===== config.mk =====
export PLATFORM = sky130hd
export DESIGN_NAME = oam_dma
export DESIGN_NICKNAME = d
export VERILOG_FILES = /design/src/rtl/gb_pkg.sv /design/src/rtl/oam_dma.sv
export SDC_FILE = /design/constraint.sdc
export NUM_CORES = 1
export LEC_CHECK = 0
export ABC_AREA = 1
export ABC_CLOCK_PERIOD_IN_PS = 1400
export BUFFER_PORTS_ARGS = -buffer_cell sky130_fd_sc_hd__buf_2
export CORE_MARGIN = 2
export CORE_UTILIZATION = 45
export CTS_CLUSTER_DIAMETER = 200
export DETAILED_ROUTE_END_ITERATION = 8
export PLACE_DENSITY_LB_ADDON = 0.08
export SYNTH_ARGS = -nofsm -noshare
export SYNTH_HDL_FRONTEND = slang
export SYNTH_SLANG_ARGS = --single-unit

===== constraint.sdc =====
create_clock -name clk -period 1.4 [get_ports clk]
set_clock_uncertainty 0.05 [all_clocks]
set_input_delay 0.28 -clock clk [delete_from_list [all_inputs] [get_ports clk]]
set_output_delay 0.28 -clock clk [all_outputs]
set_load 0.005 [all_outputs]

===== src/rtl/gb_pkg.sv =====
// Shared Game Boy system constants and types used across the memory-side blocks.
package gb_pkg;

  localparam logic [15:0] ADDR_DMA  = 16'hFF46;
  localparam logic [15:0] ADDR_OAM  = 16'hFE00;
  localparam logic [15:0] ECHO_BASE = 16'hE000;
  localparam int unsigned OAM_LEN   = 160;

  typedef enum logic [1:0] {
    IDLE,
    START,
    READ,
    WRITE
  } dma_state_t;

endpackage


===== src/rtl/oam_dma.sv =====
// OAM DMA engine: on a write to the trigger register, copies XFER_LEN bytes
// from {src_hi, 8'h00} to OAM, owning the memory bus while busy is high.
module oam_dma
  import gb_pkg::*;
#(
  parameter int unsigned            ADDR_WIDTH = 16,
  parameter int unsigned            DATA_WIDTH = 8,
  parameter logic [ADDR_WIDTH-1:0]  REG_ADDR   = ADDR_DMA,
  parameter logic [ADDR_WIDTH-1:0]  OAM_BASE   = ADDR_OAM,
  parameter int unsigned            XFER_LEN   = OAM_LEN
) (
  input  logic                  clk,
  input  logic                  rst_n,
  input  logic [ADDR_WIDTH-1:0] cpu_addr,
  input  logic [DATA_WIDTH-1:0] cpu_wdata,
  input  logic                  cpu_wr_en,
  output logic [DATA_WIDTH-1:0] cpu_rdata,
  output logic                  busy,
  output logic [ADDR_WIDTH-1:0] mem_addr,
  output logic [DATA_WIDTH-1:0] mem_wdata,
  output logic                  mem_rd_en,
  output logic                  mem_wr_en,
  input  logic [DATA_WIDTH-1:0] mem_rdata
);

  localparam logic [DATA_WIDTH-1:0] ECHO_HI  = DATA_WIDTH'(ECHO_BASE >> 8);
  localparam logic [DATA_WIDTH-1:0] ECHO_OFS = DATA_WIDTH'(8'h20);

  dma_state_t            state;
  logic [7:0]            idx;
  logic [DATA_WIDTH-1:0] byte_q;
  logic [DATA_WIDTH-1:0] src_hi;
  logic [DATA_WIDTH-1:0] dma_reg;
  logic                  trig;
  logic                  last;

  assign trig      = cpu_wr_en && (cpu_addr == REG_ADDR);
  assign last      = (idx == 8'(XFER_LEN - 1));
  assign cpu_rdata = dma_reg;

  always_ff @(posedge clk or negedge rst_n) begin
    if (!rst_n) begin
      state   <= IDLE;
      idx     <= '0;
      byte_q  <= '0;
      src_hi  <= '0;
      dma_reg <= '1;
    end else if (trig) begin
      // A retrigger overrides any state; a WRITE on this edge still lands in memory.
      dma_reg <= cpu_wdata;
      src_hi  <= (cpu_wdata >= ECHO_HI) ? cpu_wdata - ECHO_OFS : cpu_wdata;
      idx     <= '0;
      state   <= START;
    end else begin
      case (state)
        START: begin
          idx   <= '0;
          state <= READ;
        end
        READ: begin
          byte_q <= mem_rdata;
          state  <= WRITE;
        end
        WRITE: begin
          if (last) begin
            state <= IDLE;
          end else begin
            idx   <= idx + 8'd1;
            state <= READ;
          end
        end
        default: state <= IDLE;
      endcase
    end
  end

  always_comb begin
    busy      = (state != IDLE);
    mem_addr  = '0;
    mem_wdata = '0;
    mem_rd_en = 1'b0;
    mem_wr_en = 1'b0;
    case (state)
      READ: begin
        mem_addr  = ADDR_WIDTH'({src_hi, idx});
        mem_rd_en = 1'b1;
      end
      WRITE: begin
        mem_addr  = OAM_BASE + ADDR_WIDTH'(idx);
        mem_wdata = byte_q;
        mem_wr_en = 1'b1;
      end
      default: ;
    endcase
  end

endmodule


; ---- Yosys cells after proc, flatten, opt, wreduce, memory -nomap -nowiden
; Index checks and enable logic that the tools add are counted.
[classes]
addsub = 3
n_mux = 11
n_lt_le_gt_ge = 1
n_eq_ne = 6
bitwise_logic = 1
n_reduce_logical = 5
[ops]
columns = cell, count
row1 = two-way mux 8 bit, 4
row2 = one-hot mux 16 bit (2 select lines), 1
row3 = "== test 16 bit, second input constant", 1
row4 = one-hot mux 8 bit (2 select lines), 1
row5 = "adder 10 x 9 -> 11 bit, first input constant", 1
row6 = "adder 8 x 1 -> 8 bit, second input constant", 1
row7 = "== test 8 bit, second input constant", 1
row8 = ">= comparator 8 bit, second input constant", 1
row9 = "subtractor 8 x 6 -> 8 bit, second input constant", 1
row10 = one-hot mux 2 bit (3 select lines), 1
row11 = "== test 2 bit, second input constant", 2
row12 = two-way mux 2 bit, 2
row13 = AND reduction 2 bit, 2
row14 = "!= test 3 bit, second input constant", 1
row15 = nonzero test 3 bit, 1
row16 = "== test 2 x 1 -> 1 bit, second input constant", 1
row17 = two-way mux 1 bit, 2
row18 = nonzero test 2 bit, 1
row19 = logical AND 1 bit, 1
row20 = NOT 1 bit, 1
[totals]
wordCells = 32
reg_bits = 34
out_inout_bits = 35
inputBits = 35

; ---- Depth between registers and ports, before layout
; Gate-level depths: netlist of run 1.
[logic_depth]
ltp_word = 4
depth_mapped = 9

; ---- Worst setup path before layout of run 1
; No wires, ideal clock.
[synth_timing]
kind = register to output
startpoint = register state[1]
endpoint = output mem_addr[10]
path_slack_ns = 0.035
stages_incl_launch_ff = 6
arrival_time_ns = 1.035
path_cell_list = dfrtp_1 > buf_4 > nand2_1 > buf_2 > buf_2 > nand2_1
[synth_between]
elab_chain_cells = 2
elab_cells_between_ends = 3
classes_between = eq/ne: 2 / mux: 1
[synth_rtl]
columns = item, line_no
row1 = start: declaration, oam_dma.sv:29  ; dma_state_t state;
row2 = start signal: assignment, oam_dma.sv:43  ; state <= IDLE;
row3 = start signal: assignment, oam_dma.sv:53  ; state <= START;
row4 = start signal: assignment, oam_dma.sv:58  ; state <= READ;
row5 = == test 2 bit, oam_dma.sv:83  ; case (state)
row6 = one-hot mux 16 bit (2 select lines) *, oam_dma.sv:83
row7 = end: declaration, oam_dma.sv:19  ; output logic [ADDR_WIDTH-1:0] mem_addr,
; Mark *: on every way between the ends. The rest lies on a longest branch, timed or not.

; ---- Final worst setup path of run 1
[layout_timing]
startpoint = register state[1]
endpoint = output mem_wdata[0]
[layout_between]
elab_chain_cells = 2
[layout_rtl]
columns = item, line_no
row1 = == test 2 bit, oam_dma.sv:83
row2 = two-way mux 8 bit, oam_dma.sv:83
row3 = end: declaration, oam_dma.sv:20  ; output logic [DATA_WIDTH-1:0] mem_wdata,
; Every way passes these cells.

==> results.json, run 1 <==
{
  "status": "complete, but fails checks",
  "violations": "negative setup slack",
  "synth_ff_type": "dfrtp_1",
  "dp_cells": 388,
  "num_antenna_cells": 0,
  "worst_slew_pin_slew_ps": 329,
  "synth_seq_cells": 34,
  "clock_sinks": 34,
  "slew_headroom": 0.780,
  "p_comb_frac": 0.223,
  "fin_cells": 399,
  "synth_warnings": 0,
  "clock_power_share": 0.308,
  "die_w_um": 71.2,
  "whs_ps": 156,
  "async_reset_ff_frac": 1.00,
  "peakVddDrop_uv": 394,
  "power.share.switching": 0.278,
  "maxCapViolCount": 0,
  "final.period_utilization": 1.06,
  "critPathMaxFanout": 8,
  "core_um2": 4350,
  "final_common_cell": "nand2_1",
  "r2r-start": "idx[1]",
  "first_global_vias": 1826,
  "synth_cell_types": 30,
  "mostFrequentLayoutCells": "nand2_1 (72), buf_2 (66), inv_1 (33), dfrtp_1 (24), o21ai_2 (19)",
  "min_path_cells": 3,
  "grt-ovfl-total": 0,
  "cts_max_path_buffers": 2,
  "p_switching_uw": 652,
  "hold_violations": 0,
  "portBuffers": 69,
  "power.internal_uw": 1690,
  "critPathLaunchType": "flip-flop",
  "syn_nets": 295,
  "htree_levels": 2,
  "reg2reg_setup_slack_ps": 30,
  "grt_pass1_wl_mm": 7.69,
  "leakagePower_uw": 0.00156,
  "insertion_delay_ps": 280,
  "ios": 70,
  "dp_hpwl_mm": 3.41,
  "cts_buffers": 5,
  "r2r-end": "idx[7]",
  "drive_gt1_frac": 0.481,
  "track_usage": 0.191,
  "cp-end-kind": "primary output",
  "wl_mm": 4.43,
  "hp-start": "mem_rdata[0]",
  "cts_tree": "done",
  "antenna_left": 0,
  "rsz0062_at_grt": "true",
  "viasPerCell": 4.80,
  "power_frac_seq": 0.470,
  "wl_per_cell_um": 11.1,
  "powerDensity_nw_per_um2": 839,
  "antenna_found_initial": 0,
  "total_power_uw": 2350,
  "path_clk_slew_ps": 60,
  "finalWeightedCongestion": 0.791,
  "dieArea_um2": 5070,
  "max_freq_mhz": 671,
  "synth_cells": 258,
  "drt-pass1-iter-count": 4,
  "grt_start_max_net_pins": 23,
  "worstRegToRegCells": 8,
  "worstPathRequired_ps": 1070,
  "fp-row-count": 24,
  "hold_class": "in2reg",
  "start_util": 0.467,
  "drc": 0,
  "fin_nets": 383,
  "die_h_um": 71.2,
  "setup_viol_count_final": 25,
  "syn2layout_area_growth_pct": 37.6,
  "vias": 1915,
  "cts_root_buf": "clkbuf_8",
  "syn_avg_cell_area_um2": 7.88,
  "worstSetupPathType": "reg2out",
  "slew_violations": 0,
  "worstPathArrival_ps": 1160,
  "synth_edf_count": 0,
  "setup_slack_ps": -89.3,
  "finalCriticalPeriod_ps": 1490,
  "drt-initial-drc-count": 89,
  "ys_seq_area_frac": 0.424,
  "netlist_area_um2": 2030,
  "hold-path-endpoint": "byte_q[0]"
}
-- power groups by stage --
stage | combinational (uW) | sequential [uW] | clock, uW
final | 522 | 1100 | 722
after floorplan | 246 | 1120 | 0
after CTS | 505 | 1100 | 755
after global routing | 593 | 1110 | 799
after detailed placement | 487 | 1110 | 0
after global placement | 488 | 1110 | 0
-- registers in the layout (all words and copies together), names as in the netlist --
register and cells:
src_hi 8, state 2, idx 8, cpu_rdata 8, byte_q 8
-- how the worst max path moves through the flow --
stage	start	end	cells past startpoint
CTS	state[1]	mem_addr[10]	4
global placement	cpu_addr[5]	idx[4]	8
floorplan	state[1]	mem_addr[10]	5
detailed placement	cpu_addr[5]	byte_q[1]	8
finish	state[1]	mem_wdata[0]	4
global route	state[1]	mem_wdata[1]	4
-- cell usage after synthesis, types with 2 or more instances --
library cell / n / area share
nand2_1: 81 / 0.15
ha_1: 2 / 0.012
o21ai_1: 3 / 0.0074
nand4_1: 4 / 0.012
o21ai_0: 3 / 0.0074
nor2_2: 4 / 0.012
buf_6: 3 / 0.017
inv_2: 3 / 0.0055
buf_2: 2 / 0.0049
nand3_4: 2 / 0.017
nor2_4: 4 / 0.022
dfstp_2: 8 / 0.10
o21ai_2: 19 / 0.082
nand3_1: 18 / 0.044
nor3b_1: 2 / 0.0074
dfrtp_1: 26 / 0.32
nor2_1: 23 / 0.042
inv_1: 36 / 0.067
nand2_2: 3 / 0.0092
nand2_4: 2 / 0.011
-- worst max-delay path: stages (launching register included) --
cell and delay (ps):
dfrtp_2 440, nand2_4 90, buf_8 150, nor2_1 90, buf_2 120
-- per-layer routing --
| layer | wire, um | track usage |
|---|---|---|
| met2 | 2270 | 0.326 |
| met3 | 208 | 0.0484 |
| met4 | 50 | 0.0629 |
| met1 | 1900 | 0.234 |
| met5 | 0 | 0 |
-- cell families (layout without fill, tap and decap cells) --
kind of cell / Yosys count / in the layout / synth area share
DFF: 34 / 34 / 0.424
and+or+nand+nor: 147 / 147 / 0.347
xor gates and xnor gates: 1 / 1 / 0.00431
AOI/OAI and AO/OA: 27 / 27 / 0.103
adders and majority gates: 2 / 2 / 0.0123
buffers and inverters: 47 / 136 / 0.109
-- cell type report --
| cell class | instances | area (um2) |
|---|---|---|
| sequential | 34 | 863 |
| fill | 399 | 1560 |
| clock buffer | 8 | 90.1 |
| multi-input combinational | 177 | 1040 |
| timing repair buffer | 89 | 589 |
| tap | 52 | 65.1 |
| inverter | 39 | 146 |
-- per-stage QoR --
step | area (um2) | TNS, ps | util | setup slack, ps
floorplan | 2030 | 0 | - | 34.8
global placement | 2540 | 0 | 0.584 | 52.4
detailed placement | 2540 | 0 | 0.584 | 29.8
CTS | 2710 | -1530 | 0.623 | -88.0
global route | 2800 | -3240 | 0.642 | -159
finish | 2800 | -1310 | 0.642 | -89.3
-- what timing repair did --
item	in CTS	in global routing
hold buffers	1	0
hold endpoints to repair	11	0
pin swaps	2	9
setup buffers	3	0
gates resized for setup	18	21
endpoints found under the setup margin	26	36
Note: power is estimated with default switching activity, not from simulation.
==> inputs of run 2 (changes only) <==
- ABC_AREA: 1 -> not set
- CORE_UTILIZATION: 45 -> 44
==> results.json, run 2 <==
{
  "cts_max_path_buffers": 2,
  "netlist_area_um2": 1800,
  "yosysTopAreaCell": "dfrtp_1",
  "synth_seq_cells": 34,
  "leakagePower_uw": 0.00149,
  "synth_warnings": 0,
  "finalCriticalPeriod_ps": 1570,
  "path_clk_slew_ps": 70,
  "cp-end-kind": "flip-flop",
  "hold_class": "in2reg",
  "post-place-ws_ps": -235,
  "dieArea_um2": 4620,
  "clock_sinks": 34,
  "die_w_um": 67.9,
  "dpl-instance-area_um2": 2400,
  "synth_cells": 165,
  "status": "complete, but fails checks",
  "worst_slew_pin_slew_ps": 291,
  "r2r-start": "idx[6]",
  "synth_edf_count": 0,
  "setup_viol_count_final": 32,
  "drt-pass1-iter-count": 4,
  "power.share.switching": 0.274,
  "maxCapViolCount": 0,
  "worstSetupPathType": "reg2reg",
  "fin_nets": 309,
  "final_area_um2": 2910,
  "power_frac_seq": 0.415,
  "mostFrequentLayoutCells": "buf_2 (52), buf_6 (27), dfrtp_1 (25), buf_4 (24), mux2_2 (15)",
  "cts_root_buf": "clkbuf_8",
  "antenna_found_initial": 0,
  "critPathMaxFanout": 4,
  "worstPathArrival_ps": 1700,
  "grt_start_max_net_pins": 35,
  "grt_pass1_wl_mm": 7.28,
  "vias": 1726,
  "dp_hpwl_mm": 3.39,
  "viasPerCell": 5.34,
  "cts_tree": "done",
  "num_antenna_cells": 0,
  "startpoint": "idx[6]",
  "worstPathRequired_ps": 1530,
  "clock_power_share": 0.266,
  "hold-path-endpoint": "byte_q[2]",
  "dp_cells": 303,
  "portBuffers": 69,
  "ys_seq_area_frac": 0.478,
  "cts_buffers": 5,
  "crit_slowest_cell": "or3b_4",
  "die_h_um": 67.9,
  "antenna_left": 0,
  "fin_util": 0.733,
  "peakVddDrop_uv": 627,
  "critPathLaunchType": "flip-flop",
  "powerDensity_nw_per_um2": 953,
  "drive_gt1_frac": 0.692,
  "start_util": 0.453,
  "htree_levels": 2,
  "synth_common_cells": "dfrtp_1 (26), nor2_1 (20), mux2_2 (16)",
  "wl_mm": 4.93,
  "syn_nets": 202,
  "track_usage": 0.214,
  "hp-start": "mem_rdata[2]",
  "setup_slack_ps": -173,
  "first_global_vias": 1647,
  "min_path_cells": 2,
  "wl_per_cell_um": 15.3,
  "dr_wl_met2_mm": 2.59,
  "async_reset_ff_frac": 1.00,
  "insertion_delay_ps": 280,
  "worstRegToRegCells": 4,
  "syn2layout_area_growth_pct": 61.7,
  "final.period_utilization": 1.12,
  "slew_headroom": 0.806,
  "slew_violations": 0,
  "crit_chain": "or3b_4, o31ai_4, mux2i_1, nor2_1",
  "final_common_cell": "buf_2",
  "power.internal_uw": 2010,
  "reg2reg_setup_slack_ps": -170,
  "ios": 70,
  "violations": "negative setup slack",
  "synth_cell_types": 37,
  "p_switching_uw": 759,
  "setup_tns_ps": -3690,
  "wl_met3_um": 386,
  "hold_violations": 0,
  "finalWeightedCongestion": 0.793,
  "drc": 0,
  "p_comb_frac": 0.319,
  "r2r-end": "idx[0]",
  "worst_path_largest_cell_delay_ps": 430,
  "fp-row-count": 23,
  "fin_cells": 323,
  "synth.area.top_cells": "dfrtp_1 (36%), dfstp_2 (12%), mux2_2 (10%)",
  "met1Wirelength_mm": 1.82,
  "top_layer": "met4",
  "max_freq_mhz": 636,
  "drt-initial-drc-count": 108,
  "syn_avg_cell_area_um2": 10.9,
  "netlist.area_leader.share": 0.362,
  "rsz0062_at_grt": "true",
  "synth_ff_type": "dfrtp_1",
  "yosysMostFrequentCell": "dfrtp_1",
  "grt-ovfl-total": 0,
  "core_um2": 3970
}
run 2: changes by cell type in the layout (fill, tap and decap cells not counted), sizes merged, moves of 16 or more:
cell / previous run / this run
mux2: 0 / 24
o21ai: 25 / 4
nand3: 21 / 5
inv: 39 / 7
nand2: 86 / 8
buf: 88 / 107
run 2: power by group through the flow:
| stage | clock network, uW | registers, uW | logic (uW) |
|---|---|---|---|
| finish | 737 | 1150 | 885 |
| global route | 797 | 1170 | 954 |
| CTS | 756 | 1150 | 841 |
| detailed placement | 0 | 1170 | 651 |
| global placement | 0 | 1160 | 624 |
| floorplan | 0 | 1170 | 274 |
run 2: worst max-delay path by stage:
stage,cells after the start,end
after CTS,4,idx[4]
after detailed placement,6,src_hi[4]
after global routing,5,mem_addr[11]
after floorplan,5,idx[5]
final,4,idx[0]
after global placement,6,src_hi[4]
run 2: through the flow:
step	hold slack (ps)	power, uW
floorplan	-65.6	1450
global placement	200	1790
detailed placement	203	1820
CTS	175	2750
global route	176	2920
finish	183	2770
run 2: repair_timing:
action                                 CTS  global route
pin swaps                               11             4
setup endpoints to repair               43            53
cloned                                   2             0
endpoints found under the hold margin   26             0
hold buffers                             1             0
resized for setup                       56            24
setup buffers                           11             0
run 2: layout make-up:
cell class              instances  area, um2
fillers                       301       1060
multi-input cells             116       1030
flip-flops and latches         34        862
repair buffers                108        835
clock buffers                   7       86.3
well taps                      50       62.6
inverters                       7       28.8
clock inverters                 1       5.00
run 2: routing by layer:
layer  GRT usage  up-vias
li1            -      798
met2       0.377       97
met4      0.0825        0
met5           0        -
met3      0.0543       17
met1       0.249      814
run 2: cells by family (layout without fill, tap and decap cells):
logic type,after synthesis,in the layout,synth area share
and+or+nand+nor,67,67,0.209
DFF,34,34,0.478
muxes,26,26,0.178
AOI/OAI and AO/OA,21,21,0.0814
buffers and inverters,15,123,0.0389
adders and majority gates,2,2,0.0139
run 2: critical path, delay by kind of cell, from the launching register on:
kind / cells / cell delay, ps
compound gates: 1 / 330
mux: 1 / 230
simple gates: 2 / 480
flops: 1 / 380
